<file path="config.mk">
export PLATFORM = sky130hd
export DESIGN_NAME = alu_mc_flat
export DESIGN_NICKNAME = d
export VERILOG_FILES = /design/src/rtl/alu_mc_if.sv /design/src/rtl/alu_mc.sv /design/src/flat_wrapper.sv
export SDC_FILE = /design/constraint.sdc
export NUM_CORES = 1
export LEC_CHECK = 0
export ABC_AREA = 0
export CORE_ASPECT_RATIO = 0.6
export CORE_MARGIN = 2
export CORE_UTILIZATION = 45
export DETAILED_ROUTE_END_ITERATION = 12
export GPL_TIMING_DRIVEN = 0
export PLACE_DENSITY = 0.74
export SLEW_MARGIN = 20
export SYNTH_ARGS = -nofsm -noshare
export SYNTH_HDL_FRONTEND = slang
export SYNTH_SLANG_ARGS = --single-unit
</file>
<file path="constraint.sdc">
create_clock -name clk -period 2.6 [get_ports clk]
set_input_delay 0.39 -clock clk [delete_from_list [all_inputs] [get_ports clk]]
set_output_delay 0.39 -clock clk [all_outputs]
set_load 0.02 [all_outputs]
</file>
<file path="src/rtl/alu_mc_if.sv">
// alu_mc_if: operand/result handshake bundle for alu_mc.
// master = issuing controller plus result consumer, slave = the ALU.
interface alu_mc_if #(
    parameter int WIDTH = 8
);
    logic             in_valid;
    logic             in_ready;
    logic [3:0]       op;
    logic [WIDTH-1:0] a;
    logic [WIDTH-1:0] b;
    logic             out_valid;
    logic             out_ready;
    logic [WIDTH-1:0] y;
    logic             zf;
    logic             cf;
    logic             vf;
    logic             dz;

    modport master (
        output in_valid, op, a, b, out_ready,
        input  in_ready, out_valid, y, zf, cf, vf, dz
    );

    modport slave (
        input  in_valid, op, a, b, out_ready,
        output in_ready, out_valid, y, zf, cf, vf, dz
    );
endinterface

</file>
<file path="src/rtl/alu_mc.sv">
// alu_mc: multi-cycle WIDTH-bit ALU with registered result/flags and valid/ready on both sides.
// Define ALU_MC_DIV_EN to build the iterative restoring divider for DIV/MOD (BUSY state).
module alu_mc #(
    parameter int WIDTH = 8
) (
    input  logic    clk,
    input  logic    rst,
    alu_mc_if.slave bus
);
    localparam int MSB = WIDTH - 1;
    localparam logic [WIDTH-1:0] WMOD = WIDTH'(WIDTH);

    typedef enum logic [3:0] {
        OP_ADD   = 4'd0,
        OP_SUB   = 4'd1,
        OP_MUL   = 4'd2,
        OP_DIV   = 4'd3,
        OP_MOD   = 4'd4,
        OP_NOTA  = 4'd5,
        OP_LNOTB = 4'd6,
        OP_XOR   = 4'd7,
        OP_NOR   = 4'd8,
        OP_XNOR  = 4'd9,
        OP_SHL   = 4'd10,
        OP_AND   = 4'd11,
        OP_OR    = 4'd12,
        OP_INC   = 4'd13,
        OP_DEC   = 4'd14,
        OP_NAND  = 4'd15
    } op_t;

`ifdef ALU_MC_DIV_EN
    typedef enum logic [1:0] {IDLE, BUSY, HOLD} state_t;
`else
    typedef enum logic {IDLE, HOLD} state_t;
`endif

    state_t state, state_nx;

    logic             rdy;
    logic             load;
    logic [WIDTH-1:0] y_q;
    logic             zf_q, cf_q, vf_q, dz_q;

    logic [WIDTH:0]   ext;
    logic [WIDTH-1:0] shamt;
    logic [WIDTH-1:0] alu_r;
    logic             alu_c, alu_v, alu_d;

    // Single-cycle result computed straight from the bus; it is only sampled on an accept edge.
    always_comb begin
        ext   = '0;
        alu_r = '0;
        alu_c = 1'b0;
        alu_v = 1'b0;
        alu_d = 1'b0;
        shamt = bus.b % WMOD;
        case (bus.op)
            OP_ADD: begin
                ext   = {1'b0, bus.a} + {1'b0, bus.b};
                alu_r = ext[MSB:0];
                alu_c = ext[WIDTH];
                alu_v = (bus.a[MSB] == bus.b[MSB]) && (alu_r[MSB] != bus.a[MSB]);
            end
            OP_SUB: begin
                ext   = {1'b0, bus.a} - {1'b0, bus.b};
                alu_r = ext[MSB:0];
                alu_c = ext[WIDTH];
                alu_v = (bus.a[MSB] != bus.b[MSB]) && (alu_r[MSB] != bus.a[MSB]);
            end
            OP_MUL:   alu_r = bus.a * bus.b;
`ifdef ALU_MC_DIV_EN
            OP_DIV: begin
                alu_r = '1;
                alu_d = (bus.b == '0);
            end
            OP_MOD: begin
                alu_r = bus.a;
                alu_d = (bus.b == '0);
            end
`else
            OP_DIV, OP_MOD: begin
                alu_r = '0;
                alu_d = 1'b1;
            end
`endif
            OP_NOTA:  alu_r = ~bus.a;
            OP_LNOTB: alu_r = {{(WIDTH-1){1'b0}}, (bus.b == '0)};
            OP_XOR:   alu_r = bus.a ^ bus.b;
            OP_NOR:   alu_r = ~(bus.a | bus.b);
            OP_XNOR:  alu_r = ~(bus.a ^ bus.b);
            OP_SHL:   alu_r = bus.a << shamt;
            OP_AND:   alu_r = bus.a & bus.b;
            OP_OR:    alu_r = bus.a | bus.b;
            OP_INC: begin
                ext   = {1'b0, bus.a} + (WIDTH+1)'(1);
                alu_r = ext[MSB:0];
                alu_c = ext[WIDTH];
                alu_v = ~bus.a[MSB] & alu_r[MSB];
            end
            OP_DEC: begin
                ext   = {1'b0, bus.a} - (WIDTH+1)'(1);
                alu_r = ext[MSB:0];
                alu_c = (bus.a == '0);
                alu_v = bus.a[MSB] & ~alu_r[MSB];
            end
            OP_NAND:  alu_r = ~(bus.a & bus.b);
            default:  alu_r = '0;
        endcase
    end

`ifdef ALU_MC_DIV_EN
    localparam int CW = $clog2(WIDTH + 1);

    logic             start_div;
    logic             div_done;
    logic             last;
    logic [WIDTH-1:0] rem, quo, dvs;
    logic             dmod;
    logic [CW-1:0]    cnt;
    logic [WIDTH:0]   rem_sh, trial;
    logic [WIDTH-1:0] rem_nx, quo_nx;
    logic [WIDTH-1:0] div_r;

    assign last = (cnt == CW'(WIDTH - 1));

    // Restoring step: shift next dividend bit into the remainder, keep the trial subtraction if it did not borrow.
    always_comb begin
        rem_sh = {rem, quo[MSB]};
        trial  = rem_sh - {1'b0, dvs};
        if (!trial[WIDTH]) begin
            rem_nx = trial[MSB:0];
            quo_nx = {quo[MSB-1:0], 1'b1};
        end else begin
            rem_nx = rem_sh[MSB:0];
            quo_nx = {quo[MSB-1:0], 1'b0};
        end
        div_r = dmod ? rem_nx : quo_nx;
    end

    always_ff @(posedge clk or posedge rst) begin
        if (rst) begin
            rem  <= '0;
            quo  <= '0;
            dvs  <= '0;
            dmod <= 1'b0;
            cnt  <= '0;
        end else if (start_div) begin
            rem  <= '0;
            quo  <= bus.a;
            dvs  <= bus.b;
            dmod <= (bus.op == OP_MOD);
            cnt  <= '0;
        end else if (state == BUSY) begin
            rem  <= rem_nx;
            quo  <= quo_nx;
            cnt  <= cnt + CW'(1);
        end
    end
`endif

    always_ff @(posedge clk or posedge rst) begin
        if (rst) begin
            state <= IDLE;
        end else begin
            state <= state_nx;
        end
    end

    // HOLD with out_ready behaves exactly like IDLE for a new accept, giving back-to-back issue.
    always_comb begin
        state_nx  = state;
        rdy       = 1'b0;
        load      = 1'b0;
`ifdef ALU_MC_DIV_EN
        start_div = 1'b0;
        div_done  = 1'b0;
`endif
        case (state)
            IDLE, HOLD: begin
                rdy = (state == IDLE) || bus.out_ready;
                if (bus.in_valid && rdy) begin
`ifdef ALU_MC_DIV_EN
                    if ((bus.op == OP_DIV || bus.op == OP_MOD) && bus.b != '0) begin
                        start_div = 1'b1;
                        state_nx  = BUSY;
                    end else begin
                        load     = 1'b1;
                        state_nx = HOLD;
                    end
`else
                    load     = 1'b1;
                    state_nx = HOLD;
`endif
                end else if (state == HOLD && bus.out_ready) begin
                    state_nx = IDLE;
                end
            end
`ifdef ALU_MC_DIV_EN
            BUSY: begin
                if (last) begin
                    div_done = 1'b1;
                    state_nx = HOLD;
                end
            end
`endif
            default: state_nx = IDLE;
        endcase
    end

    always_ff @(posedge clk or posedge rst) begin
        if (rst) begin
            y_q  <= '0;
            zf_q <= 1'b0;
            cf_q <= 1'b0;
            vf_q <= 1'b0;
            dz_q <= 1'b0;
        end else if (load) begin
            y_q  <= alu_r;
            zf_q <= (alu_r == '0);
            cf_q <= alu_c;
            vf_q <= alu_v;
            dz_q <= alu_d;
        end
`ifdef ALU_MC_DIV_EN
        else if (div_done) begin
            y_q  <= div_r;
            zf_q <= (div_r == '0);
            cf_q <= 1'b0;
            vf_q <= 1'b0;
            dz_q <= 1'b0;
        end
`endif
    end

    assign bus.in_ready  = rdy;
    assign bus.out_valid = (state == HOLD);
    assign bus.y         = y_q;
    assign bus.zf        = zf_q;
    assign bus.cf        = cf_q;
    assign bus.vf        = vf_q;
    assign bus.dz        = dz_q;

endmodule

</file>
<file path="src/flat_wrapper.sv">
// flat-port wrapper written by rule: the top's interface ports become plain ports
module alu_mc_flat 
#(
    parameter int WIDTH = 8
)
  (clk, rst, bus_in_valid, bus_op, bus_a, bus_b, bus_out_ready, bus_in_ready, bus_out_valid, bus_y, bus_zf, bus_cf, bus_vf, bus_dz);
  alu_mc_if #(.WIDTH(WIDTH)) bus_i ();
  input  logic clk;
  input  logic rst;
  input wire logic [$bits(bus_i.in_valid)-1:0] bus_in_valid;
  input wire logic [$bits(bus_i.op)-1:0] bus_op;
  input wire logic [$bits(bus_i.a)-1:0] bus_a;
  input wire logic [$bits(bus_i.b)-1:0] bus_b;
  input wire logic [$bits(bus_i.out_ready)-1:0] bus_out_ready;
  output wire logic [$bits(bus_i.in_ready)-1:0] bus_in_ready;
  output wire logic [$bits(bus_i.out_valid)-1:0] bus_out_valid;
  output wire logic [$bits(bus_i.y)-1:0] bus_y;
  output wire logic [$bits(bus_i.zf)-1:0] bus_zf;
  output wire logic [$bits(bus_i.cf)-1:0] bus_cf;
  output wire logic [$bits(bus_i.vf)-1:0] bus_vf;
  output wire logic [$bits(bus_i.dz)-1:0] bus_dz;
  assign bus_i.in_valid = bus_in_valid;
  assign bus_i.op = bus_op;
  assign bus_i.a = bus_a;
  assign bus_i.b = bus_b;
  assign bus_i.out_ready = bus_out_ready;
  assign bus_in_ready = bus_i.in_ready;
  assign bus_out_valid = bus_i.out_valid;
  assign bus_y = bus_i.y;
  assign bus_zf = bus_i.zf;
  assign bus_cf = bus_i.cf;
  assign bus_vf = bus_i.vf;
  assign bus_dz = bus_i.dz;
  alu_mc #(.WIDTH(WIDTH)) u_core (.clk(clk), .rst(rst), .bus(bus_i));
endmodule
</file>
## After elaboration in Yosys (flattened, before gate mapping)

Index checks and enable logic that the tools add are counted.

| cells by class | value |
|---|---|
| add/subtract/negate cells | 4 |
| multipliers | 1 |
| equal/unequal tests | 19 |
| shift operators | 1 |
| muxes and demuxes | 7 |
| bitwise logic cells | 12 |
| reduce and logical (&&, ||, !) cells | 11 |

Operators with widths:

| cell | count |
|---|---|
| $pmux 8 s15 | 1 |
| $eq 4x4->1 const B | 8 |
| $not 8->8 | 4 |
| $logic_not 8->1 | 3 |
| $eq 4x3->1 const B | 4 |
| $add 8x1->9 const B | 1 |
| $add 8x8->9 | 1 |
| $sub 8x8->9 | 1 |
| $and 8x8->8 | 1 |
| $eq 4x2->1 const B | 2 |
| $mul 8x8->8 | 1 |
| $or 8x8->8 | 1 |
| $pmux 1 s4 | 2 |
| $shl 8x3->8 | 1 |
| $sub 8x1->8 const B | 1 |
| $xor 8x8->8 | 1 |
| $eq 4x1->1 const B | 1 |
| $logic_and 1x1->1 | 4 |
| $logic_not 4->1 | 1 |
| $mux 1 | 4 |
| $ne 1x1->1 | 3 |
| $not 1->1 | 3 |
| $and 1x1->1 | 2 |
| $reduce_bool 2->1 | 1 |
| 3 further kinds | 3 |

| word-level totals | value |
|---|---|
| register bits | 13 |
| input port bits | 24 |
| output and inout bits | 14 |
| logic and storage cells | 61 |

## Logic depth before layout (Yosys ltp)

| depth | value |
|---|---|
| depth after elaboration | 4 |
| mapped depth | 20 |
| gate-level depth less buffers | 19 |

## Worst setup path after synthesis

No wires, ideal clock.

| timing path | value |
|---|---|
| path type | input-to-reg |
| start | input bus_a[2] |
| end | register u_core.y_q[7] (netlist: u_core.bus.y[7]) |
| setup time | 0.125 ns |
| arrival | 4.440 ns |
| required time | 2.475 ns |
| slack | -1.965 ns |
| stages on the path | 17 |
| buffers on the path | 1 |
| cells stage by stage | buf_1 > nand2_1 > fa_1 > fa_1 > inv_1 > fa_1 > inv_1 > fa_1 > xor2_1 > xnor3_1 > xnor3_1 > xnor3_1 > a21oi_2 > a22oi_1 > o22ai_1 > a21oi_1 > mux2_2 |

| on the way | value |
|---|---|
| longest elaborated chain between the ends | 2 |
| elaborated cells on any way between the ends | 7 |
| those cells by class | add/sub: 4; mul: 1; shift: 1; mux: 1 |

Ends and longest elaborated chain:

| what | RTL line | source |
|---|---|---|
| from (decl) | flat_wrapper.sv:12 | `input wire logic [$bits(bus_i.a)-1:0] bus_a;` |
| $mul 8x8->8 (tied with other cells) | alu_mc.sv:71 | `OP_MUL: alu_r = bus.a * bus.b;` |
| $pmux 8 s15 (*) | alu_mc.sv:58 | `case (bus.op)` |
| to (signal assigned) | alu_mc.sv:219 | `y_q <= alu_r;` |
| to (decl) | alu_mc.sv:42 | `logic [WIDTH-1:0] y_q;` |

Mark *: on every way between the ends. The rest lies on a longest branch, timed or not.
A chain may end at the register's enable or synchronous reset.

## Worst setup path in the final report

| timing path | value |
|---|---|
| start | input bus_b[2] |
| end | register u_core.y_q[7] (netlist: u_core.bus.y[7]) |

| on the way | value |
|---|---|
| longest elaborated chain between the ends | 2 |
| elaborated cells on any way between the ends | 5 |
| those cells by class | add/sub: 2; mul: 1; shift: 1; mux: 1 |

Ends and longest elaborated chain:

| what | RTL line | source |
|---|---|---|
| from (decl) | flat_wrapper.sv:13 | `input wire logic [$bits(bus_i.b)-1:0] bus_b;` |
| $mul 8x8->8 (tied with other cells) | alu_mc.sv:71 |  |
| $pmux 8 s15 (*) | alu_mc.sv:58 |  |

Marks and branches as above.

==> summary.txt <==
Status
  • Status: finished with violations
  • Failing checks: setup timing

Place
  • Hpwl dp: ~12000 microns
  • PortBufs: 36
  • DP Cell Count: 640
  • GPL Wtd Cong: 1.01

Clocking
  • CTS Hold Bufs: 0
  • TritonCTS clock tree: built
  • CTS clk-pin slew, worst paths: 0.05 ns
  • Clock Sinks: 13
  • CTS Buf Count: 3
  • H-tree levels: 1
  • Clk_lat worst skew: 0.25 ns
  • Clock root cell: clkbuf_16
  • Clk buf depth: 2

Yosys
  • Synth cell types: 65
  • Synthesized area: 0.00368 sq mm
  • Sequential-to-total area share from yosys stat: 8.83%
  • Post-Syn Instances: 496
  • Synth Net Count: 580
  • Prevailing post-synth register cell: dfrtp_1
  • Post-synthesis async set-or-reset flop share: 100%
  • Synthesis Warnings: 0
  • Avg Inst Size Synth: 7.43 sq um
  • Number of synthesized register bits: 13
  • EDFF count, synth: 0

Floorplanning
  • FP Rows: 25
  • DIE HEIGHT: ~74 microns
  • Die footprint: slightly below 0.009 sq mm
  • IO Count: 38
  • Initial core utilization: between 40 and 50%
  • Chip Width: 121 microns
  • Core ar.: 0.00791 sq mm

Power and ir drop
  • Leakage power: 2.29 nW
  • VDD IR max: 0.247 mV
  • PD cells: 383 mW/mm^2
  • Combinational share of power: between 70 and 80%
  • Switching power: approximately 0.90 mW
  • Seq pwr share: between 10% and 20%
  • Sw Share: between 40 and 50%
  • Clock share of power: around 15%
  • Pint: between 1 and 1.5 mW

Drt
  • Pre-antenna DRT Iters: 7
  • Antenna Violating Nets Remaining: 0
  • Avg WL per Cell: 23.1 microns
  • Vias after detailed routing: between 4000 and 5000
  • Detailed-route wire length: 15700 microns
  • DR vias/cell: around 6.4
  • DRC viols: 0
  • 1st-iter DRT viols: 807

Setup path
  • Setup crit end kind: flop
  • CP required: 2.73 ns
  • Worst R2R End: u_core.bus.zf$_DFFE_PP0P_
  • Worst Path Max Fanout: 8
  • Max incr delay on CP: 0.58 ns
  • Worst Reg-to-Reg Cells: 6
  • Critical Path End: u_core.bus.y[7]$_DFFE_PP0P_
  • Reg2Reg Setup Slack: 0.40 ns
  • Worst R2R Start: u_core.bus.out_valid$_DFFE_PP0P_
  • Crit Path Category: input pin to flop
  • Worst Path Arrival: 4.34 ns
  • Most frequent CP cell: xnor3_1
  • CP Launch Point: bus_b[2]
  • Crit-path cells: buf_6 > buf_12 > clkinv_8 > nor2_4 > fa_1 > ha_4 > fa_1 > inv_1 > fa_2 > xor2_2 > xnor3_1 > xnor3_1 > xnor3_1 > a21oi_2 > inv_2 > o22ai_1 > a21oi_2 > mux2_4
  • Startpoint Class: input pin
  • CP max stage cell: fa_1

Finish
  • Cell Count, Final, Fillers Out: roughly 680
  • P&R area growth vs syn: 42.9%
  • Fill cell count: around 660
  • Most common cell after layout, fill and taps aside: nand2_1
  • Nets: 658
  • Share of layout cells above drive strength 1: 32.3%
  • Commonest cells after routing, fill and taps aside: nand2_1 (55), buf_4 (36), nor2_1 (33)
  • Diode count: 0

Timing
  • Fmax: roughly 240 MHz
  • Worst-Margin Slew: 0.592 ns
  • Final Hold Viols: 0
  • Slew headroom: 60.5%
  • Minimum clock period: 4.21 ns
  • Tcrit/Tclk final: 162%
  • RSZ-0062 raised after global routing: true
  • Max Slew Vio Count: 0
  • Final setup violating endpoints: 8
  • Worst Skew: ~0.0069 ns
  • Setup TNS: -7.88 ns
  • Fin worst setup slack: -1.61 ns

Min path
  • Hold depth: 2
  • Hold WC Path Type: flop to flop

Global routing
  • Overflow after GRT: 0
  • Global-route wire length before repair: 23600 microns
  • Initial antenna violation count: 0
  • Largest net degree at the start of global routing: 14
  • Vias in the first global route: 4135
  • Total track usage: 35.3%

Flow run
  • Total of max-cap violations: 0
metal layers:
| metal | global-route usage [%] | part of all wire (%) | up-vias |
|---|---|---|---|
| met3 | 15.0 | 16 | 37 |
| met2 | 51.4 | 39 | 335 |
| li1 | - | - | 1902 |
| met5 | 0 | 0 | - |
| met4 | 3.49 | 1.5 | 0 |
| met1 | 50.3 | 43 | 2090 |
cells in the mapped netlist (3+ instances only):
| library cell | instances | area [sq um] |
|---|---|---|
| o31ai_1 | 5 | 37.5 |
| inv_1 | 50 | 188 |
| o22ai_1 | 8 | 50.1 |
| o21bai_1 | 4 | 30.0 |
| mux2i_1 | 6 | 60.1 |
| a221oi_1 | 4 | 35.0 |
| o211ai_1 | 5 | 37.5 |
| xor2_1 | 6 | 52.6 |
| nand2b_1 | 8 | 50.1 |
| nor3_1 | 7 | 35.0 |
| a21oi_1 | 30 | 150 |
| xnor2_1 | 15 | 131 |
| o21ai_0 | 13 | 65.1 |
| xnor3_1 | 3 | 67.6 |
| inv_2 | 8 | 30.0 |
| or3_1 | 6 | 37.5 |
| buf_1 | 4 | 15.0 |
| nand3_1 | 11 | 55.1 |
| a2111oi_0 | 4 | 35.0 |
| mux2_2 | 4 | 45.0 |
| nand4_1 | 5 | 31.3 |
| ha_1 | 46 | 576 |
| dfrtp_1 | 13 | 325 |
| buf_2 | 17 | 85.1 |
| nor4_1 | 3 | 18.8 |
| nor2b_1 | 7 | 43.8 |
| o21ai_1 | 11 | 55.1 |
| o32ai_1 | 4 | 35.0 |
| nand2_1 | 60 | 225 |
| mux4_2 | 5 | 113 |
| clkbuf_1 | 7 | 26.3 |
| a21o_1 | 9 | 67.6 |
| and3_1 | 3 | 18.8 |
| a22oi_1 | 11 | 82.6 |
| fa_1 | 14 | 280 |
| nor2_1 | 41 | 154 |
| and2_1 | 4 | 25.0 |
metrics by stage:
step | util, % | total power [mW] | hold WS, ns | area [sq um] | worst slack, ns
detailed placement | 55.6 | 1.39 | 0.470 | 4400 | -2.68
global route | 66.5 | 2.10 | 0.500 | 5260 | -1.71
finish | 66.5 | 2.01 | 0.478 | 5260 | -1.61
global placement | 55.6 | 1.37 | 0.468 | 4400 | -2.67
CTS | 65.2 | 1.92 | 0.478 | 5160 | -1.63
floorplan | - | 1.02 | 0.267 | 3910 | -1.38
how the worst min path moves through the flow:
stage,end,startpoint,slack (ns)
5_1_grt,u_core.bus.y[6]$_DFFE_PP0P_,u_core.bus.y[6]$_DFFE_PP0P_,0.50
4_1_cts,u_core.bus.y[6]$_DFFE_PP0P_,u_core.bus.y[6]$_DFFE_PP0P_,0.48
2_1_floorplan,u_core.bus.cf$_DFFE_PP0P_,rst,0.27
3_3_place_gp,u_core.bus.zf$_DFFE_PP0P_,u_core.bus.zf$_DFFE_PP0P_,0.47
3_5_place_dp,u_core.bus.zf$_DFFE_PP0P_,u_core.bus.zf$_DFFE_PP0P_,0.47
6_report,u_core.bus.y[6]$_DFFE_PP0P_,u_core.bus.y[6]$_DFFE_PP0P_,0.48
state kept, by name (all words and copies together), names as in the netlist:
signal                cells
u_core.bus.dz             1
u_core.bus.zf             1
u_core.bus.vf             1
u_core.bus.cf             1
u_core.bus.out_valid      1
u_core.bus.y              8
final cells by class:
cell class                      instances  area [sq um]  share of cell area [%]
Clock buffer                            3          75.1                    1.43
Multi-Input combinational cell        395          3470                    65.9
Timing Repair Buffer                   74           709                    13.5
Inverter                               58           278                    5.28
Clock inverter                          1          5.00                  0.0951
Tap cell                              108           135                    2.57
Sequential cell                        13           325                    6.18
Buffer                                 29           265                    5.04
power by group through the flow:
stage,combinational [mW],sequential (mW),clock (mW)
after global routing,1.54,0.256,0.311
after CTS,1.37,0.252,0.300
after global placement,1.12,0.253,0
final,1.46,0.253,0.302
after detailed placement,1.13,0.255,0
after floorplan,0.729,0.292,0
cells by family (layout without fill, tap and decap cells):
logic type               count (synthesis)  count (layout)  synth area share, %
AND/OR/NAND/NOR                        164             164                 21.0
AO/OA/AOI/OAI                          132             132                 24.4
buffers and inverters                   88             165                 9.85
adder cells (fa/ha/maj)                 60              60                 23.2
XOR/XNOR                                24              24                 6.83
multiplexers                            15              15                 5.91
flip-flops                              13              13                 8.83
critical path, delay by kind of cell:
kind	cells	cell delay [ns]
adder cells (fa/ha/maj)	4	1.71
XOR/XNOR	4	0.99
AO/OA/AOI/OAI	3	0.47
buffers and inverters	5	0.44
multiplexers	1	0.27
AND/OR/NAND/NOR	1	0.04
what timing repair did:
| action | CTS | global route |
|---|---|---|
| resized for setup | 150 | 34 |
| endpoints found under the hold margin | 0 | 0 |
| pin swaps | 46 | 28 |
| endpoints found under the setup margin | 11 | 11 |
| buffers inserted | 38 | 1 |
Power figures use the tool's default switching activity.
